### src/rtl/mc_datapath.sv
// Multicycle MIPS-subset datapath: one shared ALU and one req/ack memory port for fetch and data.
// Define MC_DP_PERF_EN to add the perf_cycles / perf_retired counters.
module mc_datapath #(
  parameter logic [31:0] RESET_PC = 32'h0000_0000,
  parameter int unsigned NREGS    = 32
) (
  input  logic        clk,
  input  logic        rst_n,
  output logic        mem_req,
  output logic        mem_we,
  output logic [31:0] mem_addr,
  output logic [31:0] mem_wdata,
  input  logic [31:0] mem_rdata,
  input  logic        mem_ack,
  output logic        retire,
  output logic        illegal,
  output logic [2:0]  state_dbg
`ifdef MC_DP_PERF_EN
  ,
  output logic [31:0] perf_cycles,
  output logic [31:0] perf_retired
`endif
);

  localparam int unsigned RW = $clog2(NREGS);

  localparam logic [5:0] OP_R    = 6'h00;
  localparam logic [5:0] OP_J    = 6'h02;
  localparam logic [5:0] OP_BEQ  = 6'h04;
  localparam logic [5:0] OP_ADDI = 6'h08;
  localparam logic [5:0] OP_LW   = 6'h23;
  localparam logic [5:0] OP_SW   = 6'h2B;

  localparam logic [5:0] F_ADD = 6'h20;
  localparam logic [5:0] F_SUB = 6'h22;
  localparam logic [5:0] F_AND = 6'h24;
  localparam logic [5:0] F_OR  = 6'h25;
  localparam logic [5:0] F_SLT = 6'h2A;

  typedef enum logic [2:0] {
    FETCH  = 3'd0,
    DECODE = 3'd1,
    EXEC   = 3'd2,
    MEM    = 3'd3,
    WB     = 3'd4
  } state_t;

  state_t      state;
  logic [31:0] pc, ir, a, b, alu_out, mdr;
  logic [31:0] regs [NREGS];

  logic [5:0]    op, funct, alu_fn;
  logic [RW-1:0] rs_i, rt_i, rd_i, wr_i;
  logic [31:0]   sext, alu_a, alu_b, alu_y, wr_data;
  logic          is_r, legal, done;

  assign op    = ir[31:26];
  assign funct = ir[5:0];
  assign rs_i  = ir[21 +: RW];
  assign rt_i  = ir[16 +: RW];
  assign rd_i  = ir[11 +: RW];
  assign sext  = {{16{ir[15]}}, ir[15:0]};
  assign is_r  = (op == OP_R);

  always_comb begin
    legal = 1'b0;
    case (op)
      OP_R:                                legal = funct inside {F_ADD, F_SUB, F_AND, F_OR, F_SLT};
      OP_LW, OP_SW, OP_BEQ, OP_ADDI, OP_J: legal = 1'b1;
      default:                             legal = 1'b0;
    endcase
  end

  // Shared ALU: PC+4 in FETCH, branch target in DECODE, operation/address in EXEC.
  always_comb begin
    alu_a  = pc;
    alu_b  = 32'd4;
    alu_fn = F_ADD;
    case (state)
      DECODE: alu_b = sext << 2;
      EXEC: begin
        alu_a = a;
        alu_b = is_r ? b : sext;
        if (is_r) alu_fn = funct;
      end
      default: ;
    endcase
  end

  always_comb begin
    case (alu_fn)
      F_SUB:   alu_y = alu_a - alu_b;
      F_AND:   alu_y = alu_a & alu_b;
      F_OR:    alu_y = alu_a | alu_b;
      F_SLT:   alu_y = {31'd0, $signed(alu_a) < $signed(alu_b)};
      default: alu_y = alu_a + alu_b;
    endcase
  end

  assign wr_i    = is_r ? rd_i : rt_i;
  assign wr_data = (op == OP_LW) ? mdr : alu_out;

  // Completion is registered into retire, so mem_ack never reaches an output combinationally.
  assign done = ((state == EXEC) && ((op == OP_BEQ) || (op == OP_J))) ||
                ((state == MEM) && mem_ack && (op == OP_SW)) ||
                (state == WB);

  always_ff @(posedge clk or negedge rst_n) begin
    if (!rst_n) begin
      state   <= FETCH;
      pc      <= RESET_PC;
      ir      <= '0;
      a       <= '0;
      b       <= '0;
      alu_out <= '0;
      mdr     <= '0;
      retire  <= 1'b0;
      illegal <= 1'b0;
      regs    <= '{default: '0};
    end else begin
      retire  <= done;
      illegal <= (state == DECODE) && !legal;
      case (state)
        FETCH: begin
          if (mem_ack) begin
            ir    <= mem_rdata;
            pc    <= alu_y;
            state <= DECODE;
          end
        end
        DECODE: begin
          a       <= regs[rs_i];
          b       <= regs[rt_i];
          alu_out <= alu_y;
          state   <= legal ? EXEC : FETCH;
        end
        EXEC: begin
          case (op)
            OP_R, OP_ADDI: begin
              alu_out <= alu_y;
              state   <= WB;
            end
            OP_LW, OP_SW: begin
              alu_out <= alu_y;
              state   <= MEM;
            end
            OP_BEQ: begin
              if (a == b) pc <= alu_out;
              state <= FETCH;
            end
            OP_J: begin
              pc    <= {pc[31:28], ir[25:0], 2'b00};
              state <= FETCH;
            end
            default: state <= FETCH;
          endcase
        end
        MEM: begin
          if (mem_ack) begin
            if (op == OP_SW) begin
              state <= FETCH;
            end else begin
              mdr   <= mem_rdata;
              state <= WB;
            end
          end
        end
        WB: begin
          if (wr_i != '0) regs[wr_i] <= wr_data;
          state <= FETCH;
        end
        default: state <= FETCH;
      endcase
    end
  end

  // Gated by rst_n so the request and address collapse the moment reset asserts.
  assign mem_req   = rst_n && ((state == FETCH) || (state == MEM));
  assign mem_we    = rst_n && (state == MEM) && (op == OP_SW);
  assign mem_addr  = !rst_n ? '0 : ((state == MEM) ? {alu_out[31:2], 2'b00} : pc);
  assign mem_wdata = b;
  assign state_dbg = state;

`ifdef MC_DP_PERF_EN
  always_ff @(posedge clk or negedge rst_n) begin
    if (!rst_n) begin
      perf_cycles  <= '0;
      perf_retired <= '0;
    end else begin
      perf_cycles <= perf_cycles + 32'd1;
      if (done) perf_retired <= perf_retired + 32'd1;
    end
  end
`endif

endmodule

### config.mk
export PLATFORM = sky130hd
export DESIGN_NAME = mc_datapath
export DESIGN_NICKNAME = d
export VERILOG_FILES = /design/src/rtl/mc_datapath.sv
export SDC_FILE = /design/constraint.sdc
export NUM_CORES = 2
export LEC_CHECK = 0
export CORE_UTILIZATION = 40
export CTS_CLUSTER_DIAMETER = 30
export DETAILED_ROUTE_END_ITERATION = 7
export DONT_BUFFER_PORTS = 1
export HOLD_SLACK_MARGIN = 0.03
export PLACE_DENSITY = 0.55
export SKIP_CTS_REPAIR_TIMING = 1
export SLEW_MARGIN = 20
export SYNTH_ARGS = -nofsm -noshare
export SYNTH_HDL_FRONTEND = slang
export SYNTH_SLANG_ARGS = --single-unit
### constraint.sdc
create_clock -name clk -period 6.8 [get_ports clk]
set_input_delay 1.02 -clock clk [delete_from_list [all_inputs] [get_ports clk]]
set_output_delay 1.02 -clock clk [all_outputs]
set_load 0.005 [all_outputs]
* Word-level counts from Yosys, hierarchy flattened *
Cells that the tools add are included.
Widths: inputs -> output; s select.

word-level totals
  bits in registers = 1221
  input bits = 35

cells by class
  add/sub/neg operators = 2
  $lt $le $gt $ge = 5
  equality and inequality tests = 27
  mux-type cells = 32
  bitwise logic cells = 6
  reduce and logical (&&, ||, !) cells = 30

operators with widths
  cell                number
  $bwmux 1024         1
  $mux 32             13
  $bmux 32 s5         2
  $pmux 32 s2         4
  $demux 32 s5        1
  $pmux 32 s4         1
  $eq 6x6->1 const B  11
  $add 32x32->32      1
  $and 32x32->32      1
  $eq 32x32->1        1
  $lt 32x32->1        1
  $or 32x32->32       1
  $sub 32x32->32      1
  $ge 6x6->1 const B  3
  $not 5->6           3
  $mux 6              2
  $pmux 3 s4          1
  $reduce_bool 5->1   2
  $mux 3              3
  $logic_and 1x1->1   8
  $ne 2x2->1 const B  4
  $reduce_and 2->1    4
  $eq 3x2->1 const B  2
  $eq 6x2->1 const B  1
  other kinds (24)    30

* Longest topological paths before layout *
  depth after elaboration = 8
  mapped depth = 22

* Worst setup path after synthesis *
OpenSTA, ideal clock, no wires.

  kind = register to register
  from = reg ir[31]
  to = reg alu_out[30]
  setup time = 0.141 ns
  arrival = 5.104 ns
  required time = 6.659 ns
  path slack = 1.555 ns
  cell stages (with the launch flop) = 21
  path buffers = 5
  clock period less this slack = 5.245 ns
  path through = dfrtp_1 or4_1 buf_2 nor3_4 buf_6 buf_4 buf_4 buf_2 mux2i_1 nor2_1 ha_1 fa_1 o21bai_1 a31o_2 a211oi_1 o41ai_1 a41oi_1 o31ai_1 nor3_1 a211oi_1 a31oi_1

on the way
  word-level cells in the longest chain between the ends = 7

RTL lines
  element                                 RTL line  RTL
  from (decl)                             49        logic [31:0] pc, ir, a, b, alu_out, mdr;
  from (signal assigned)                  126       ir <= mem_rdata;
  $logic_not 6->1                         63, 138
  $mux 32 or $mux 6 (tied branches)       83, 84
  $pmux 32 s2 or $mux 6 (tied branches)   79        case (state)
  $add 32x32->32 (tied with other cells)  96        default: alu_y = alu_a + alu_b;
  $pmux 32 s4                             91        case (alu_fn)
  $mux 32                                 138       case (op)
  $pmux 32 s2                             123       case (state)
  to (signal assigned)                    134       alu_out <= alu_y;
  to (signal assigned)                    140       alu_out <= alu_y;
  to (signal assigned)                    144       alu_out <= alu_y;
  to (decl)                               49

Parallel ways exist; a longest one is shown, timed or not. The select of a mux whose other input is x is not followed.
A chain may end at the register's enable or synchronous reset.

* Worst setup path after layout *
  from = reg ir[31]
  to = reg pc[29]

on the way
  word-level cells in the longest chain between the ends = 7

RTL lines
  element                                 RTL line  RTL
  $logic_not 6->1                         63        assign is_r = (op == OP_R);
  $mux 32 or $mux 6 (tied branches)       83, 84
  $pmux 32 s2 or $mux 6 (tied branches)   79
  $add 32x32->32 (tied with other cells)  96
  $pmux 32 s4                             91
  $mux 32                                 125       if (mem_ack) begin
  $pmux 32 s2                             123
  to (signal assigned)                    127       pc <= alu_y;
  to (signal assigned)                    148       if (a == b) pc <= alu_out;
  to (signal assigned)                    152       pc <= {pc[31:28], ir[25:0], 2'b00};
  to (decl)                               49

Parallel ways exist; a longest one is shown, timed or not. The select of a mux whose other input is x is not followed.

==> flow_summary.yaml <==
grt:
  grt_use_total: 0.2806
  grt_antenna_before_repair: 6
  grt_pass1_wl_um: 347000
  grt_pass1_vias: 50230
  grt-ovfl-total: 0
  grt_max_degree: 202
clock_tree:
  cts_made_buffers: 292
  cts-root-buf: "clkbuf_16"
  cts_sinks: 1221
  clkTransAtPathRegs_ps: 50
  cts_tree: "yes"
  clk_latency_ps: 910
  h-tree-depth: 5
  cts_buffer_depth: 4
cells_and_area:
  nFillCells: 14850
  syn_to_final_growth_pct: 18.45
  nets: 6111
  drive_gt1_frac: 0.2292
synthesis:
  synth_top_cell_area_share: 0.4571
  ys_seq_area_frac: 0.4571
  avgSynthCellArea_um2: 10.86
  synth-seq-cells: 1221
  ys_warn_count: 0
  synthCells: 6155
  yosys-top-cells-area: "dfrtp_1 46%, mux4_2 22%, nand2_1 5.1%, a21oi_1 4.6%, o21ai_0 4.6%"
  async_flop_share: 1.000
  synth_common_cells: "1221 x dfrtp_1, 915 x nand2_1, 640 x mux4_2, 630 x nor2_1"
  synthMostInstantiatedCell: "dfrtp_1"
  synth_edf_count: 0
  synth.largest_area_cell: "dfrtp_1"
  syn-num-nets: 6288
  synthFlopType: "dfrtp_1"
  synthesis.area_um2: 66850
  synth.distinct_cells: 85
timing:
  slew_violations: 0
  finalSetupTns_ps: 0
  fin_skew_ps: 48.72
  rsz0062_at_grt: "false"
  slew_headroom: 0.2200
  tightest_slew_ps: 1170
  setup_viol: 0
  period_share: 0.8172
  hold_viol: 0
  layout_min_cycle_time_ps: 5557
  max_freq_mhz: 180.0
power_and_ir_drop:
  p_per_area_nw_per_um2: 491.2
  irDropWorstVdd_mv: 0.3283
  totalPowerFinal_w: 0.03889
  p_leak_nw: 33.99
placed_design:
  io_buffers: 0
  dpl.hpwl_um: 140200
  finalWeightedCongestion: 0.9767
floorplan:
  boundaryPins: 106
  rows: 149
  die_height_um: 410.8
  die-area_um2: 168800
  fp.coreArea_um2: 165400
  initial_core_util: 0.4043
  dieWidth_um: 410.8
routing:
  drc: 0
  drt_first_pass_iters: 6
  dr.first_iter.drc_count: 5157
  wl_per_cell_um: 28.03
  drt_wl_total_um: 235000
  ant_nets: 0
  dr_total_vias: 50300
  post_drt_via_cell_ratio: 6.001
critical_path:
  cp_max_fo: 19
  slowest_stage: "or4_1"
  critical_path_required_ps: 7530
  worstPathArrival_ps: 6280
  cp_cell_sequence: "or4_1 > nor3_4 > buf_4 > mux2i_1 > o21a_1 > ha_1 > and2_1 > a221oi_1 > o221a_2 > a311oi_1 > buf_4 > a21oi_1 > o21a_1 > mux2_2 > nor4b_1 > o211ai_1"
  path_class: "flop to flop"
  timing.critical_path.from_type: "flop"
  r2r_cells: 16
  crit_path_max_incr_delay_ps: 710
  crit_path_end_kind: "flop"
run_status:
  status: "finished clean"
run:
  maxCapViolations: 0
hold_path:
  hp-class: "primary input to asynchronous set/reset pin"
==> report_power, final <==
group | switching [W] | internal [W] | total (W)
sequential | 0.00184 | 0.00859 | 0.0104
clock | 0.00438 | 0.0104 | 0.0148
combinational | 0.00850 | 0.00520 | 0.0137
total | 0.0147 | 0.0242 | 0.0389
==> logic make-up (layout without fill, tap and decap cells) <==
| family | count (synthesis) | in the layout | share of synthesized area |
|---|---|---|---|
| compound gates | 1516 | 1516 | 0.1259 |
| xor+xnor | 40 | 40 | 0.005241 |
| fa+ha+maj | 98 | 98 | 0.01857 |
| buf+inv | 721 | 758 | 0.04445 |
| flops | 1221 | 1221 | 0.4571 |
| mux | 807 | 807 | 0.2414 |
| other cells | 0 | 1 | 0 |
| simple gates | 1752 | 1752 | 0.1073 |
==> flip-flops by register name, indices dropped and copies added, names as in the netlist <==
name / flops
a: 32
ir: 32
mem_wdata: 32
alu_out: 32
regs: 1024
pc: 32
retire: 1
mdr: 32
state_dbg: 3
illegal: 1
==> cell type report <==
class / count / area (um2) / area share
inverter: 111 / 416.7 / 0.005262
antenna: 1 / 2.502 / 0.00003160
sequential: 1221 / 30590 / 0.3863
tap: 2189 / 2739 / 0.03459
clock buffer: 364 / 8107 / 0.1024
timing repair buffer: 139 / 1399 / 0.01766
clock inverter: 144 / 2213 / 0.02795
multi-input combinational: 4213 / 33720 / 0.4258
==> per-stage QoR <==
stage / instance area, um2 / hold slack [ps] / setup slack (ps) / cells / utilization
after floorplan: 66850 / 441.3 / 1555 / 6155 / -
after global placement: 68780 / 376.3 / 1408 / 7870 / 0.4159
after detailed placement: 68800 / 384.5 / 1301 / 7871 / 0.4161
after CTS: 79120 / -207.0 / 1274 / 8379 / 0.4785
after global routing: 79180 / 174.4 / 972.5 / 8381 / 0.4789
final: 79190 / 60.87 / 1243 / 8382 / 0.4789
==> final timing paths <==
path	from	endpoint	slack (ps)
worst max-delay path	ir[31]	pc[29]	1240
min in group clk	mem_rdata[16]	ir[16]	220
max in group asynchronous	rst_n	ir[22]	4160
worst min register to register	regs[1021]	regs[1021]	390
worst min-delay path	rst_n	regs[698]	60
worst max register to register	ir[31]	pc[29]	1240
==> metal layers <==
layer | track usage | routed length (um) | up-vias
li1 | - | - | 21930
met1 | 0.3973 | 100900 | 25790
met2 | 0.4259 | 106900 | 2141
met3 | 0.06331 | 19470 | 438
met4 | 0.09470 | 7615 | 2
met5 | 0 | 13 | -
==> worst max-delay path: cells and delay by family (launching register included) <==
| family | cells | cell delay, ps |
|---|---|---|
| AOI/OAI and AO/OA | 7 | 1840 |
| DFF | 1 | 420 |
| buffers and inverters | 2 | 540 |
| adders and majority gates | 1 | 450 |
| and+or+nand+nor | 4 | 1610 |
| muxes | 2 | 460 |
==> cells in the final DEF (no fill, tap or decap), types with 53 or more instances in the layout <==
cell type / n
mux2i_1: 90
nand2_1: 910
a21oi_1: 619
dfrtp_1: 1210
bufinv_16: 53
buf_4: 116
ha_1: 96
o21ai_0: 620
clkbuf_16: 299
mux4_2: 640
inv_1: 109
nor2_1: 625
No activity file was read; power rests on OpenSTA's default activity.
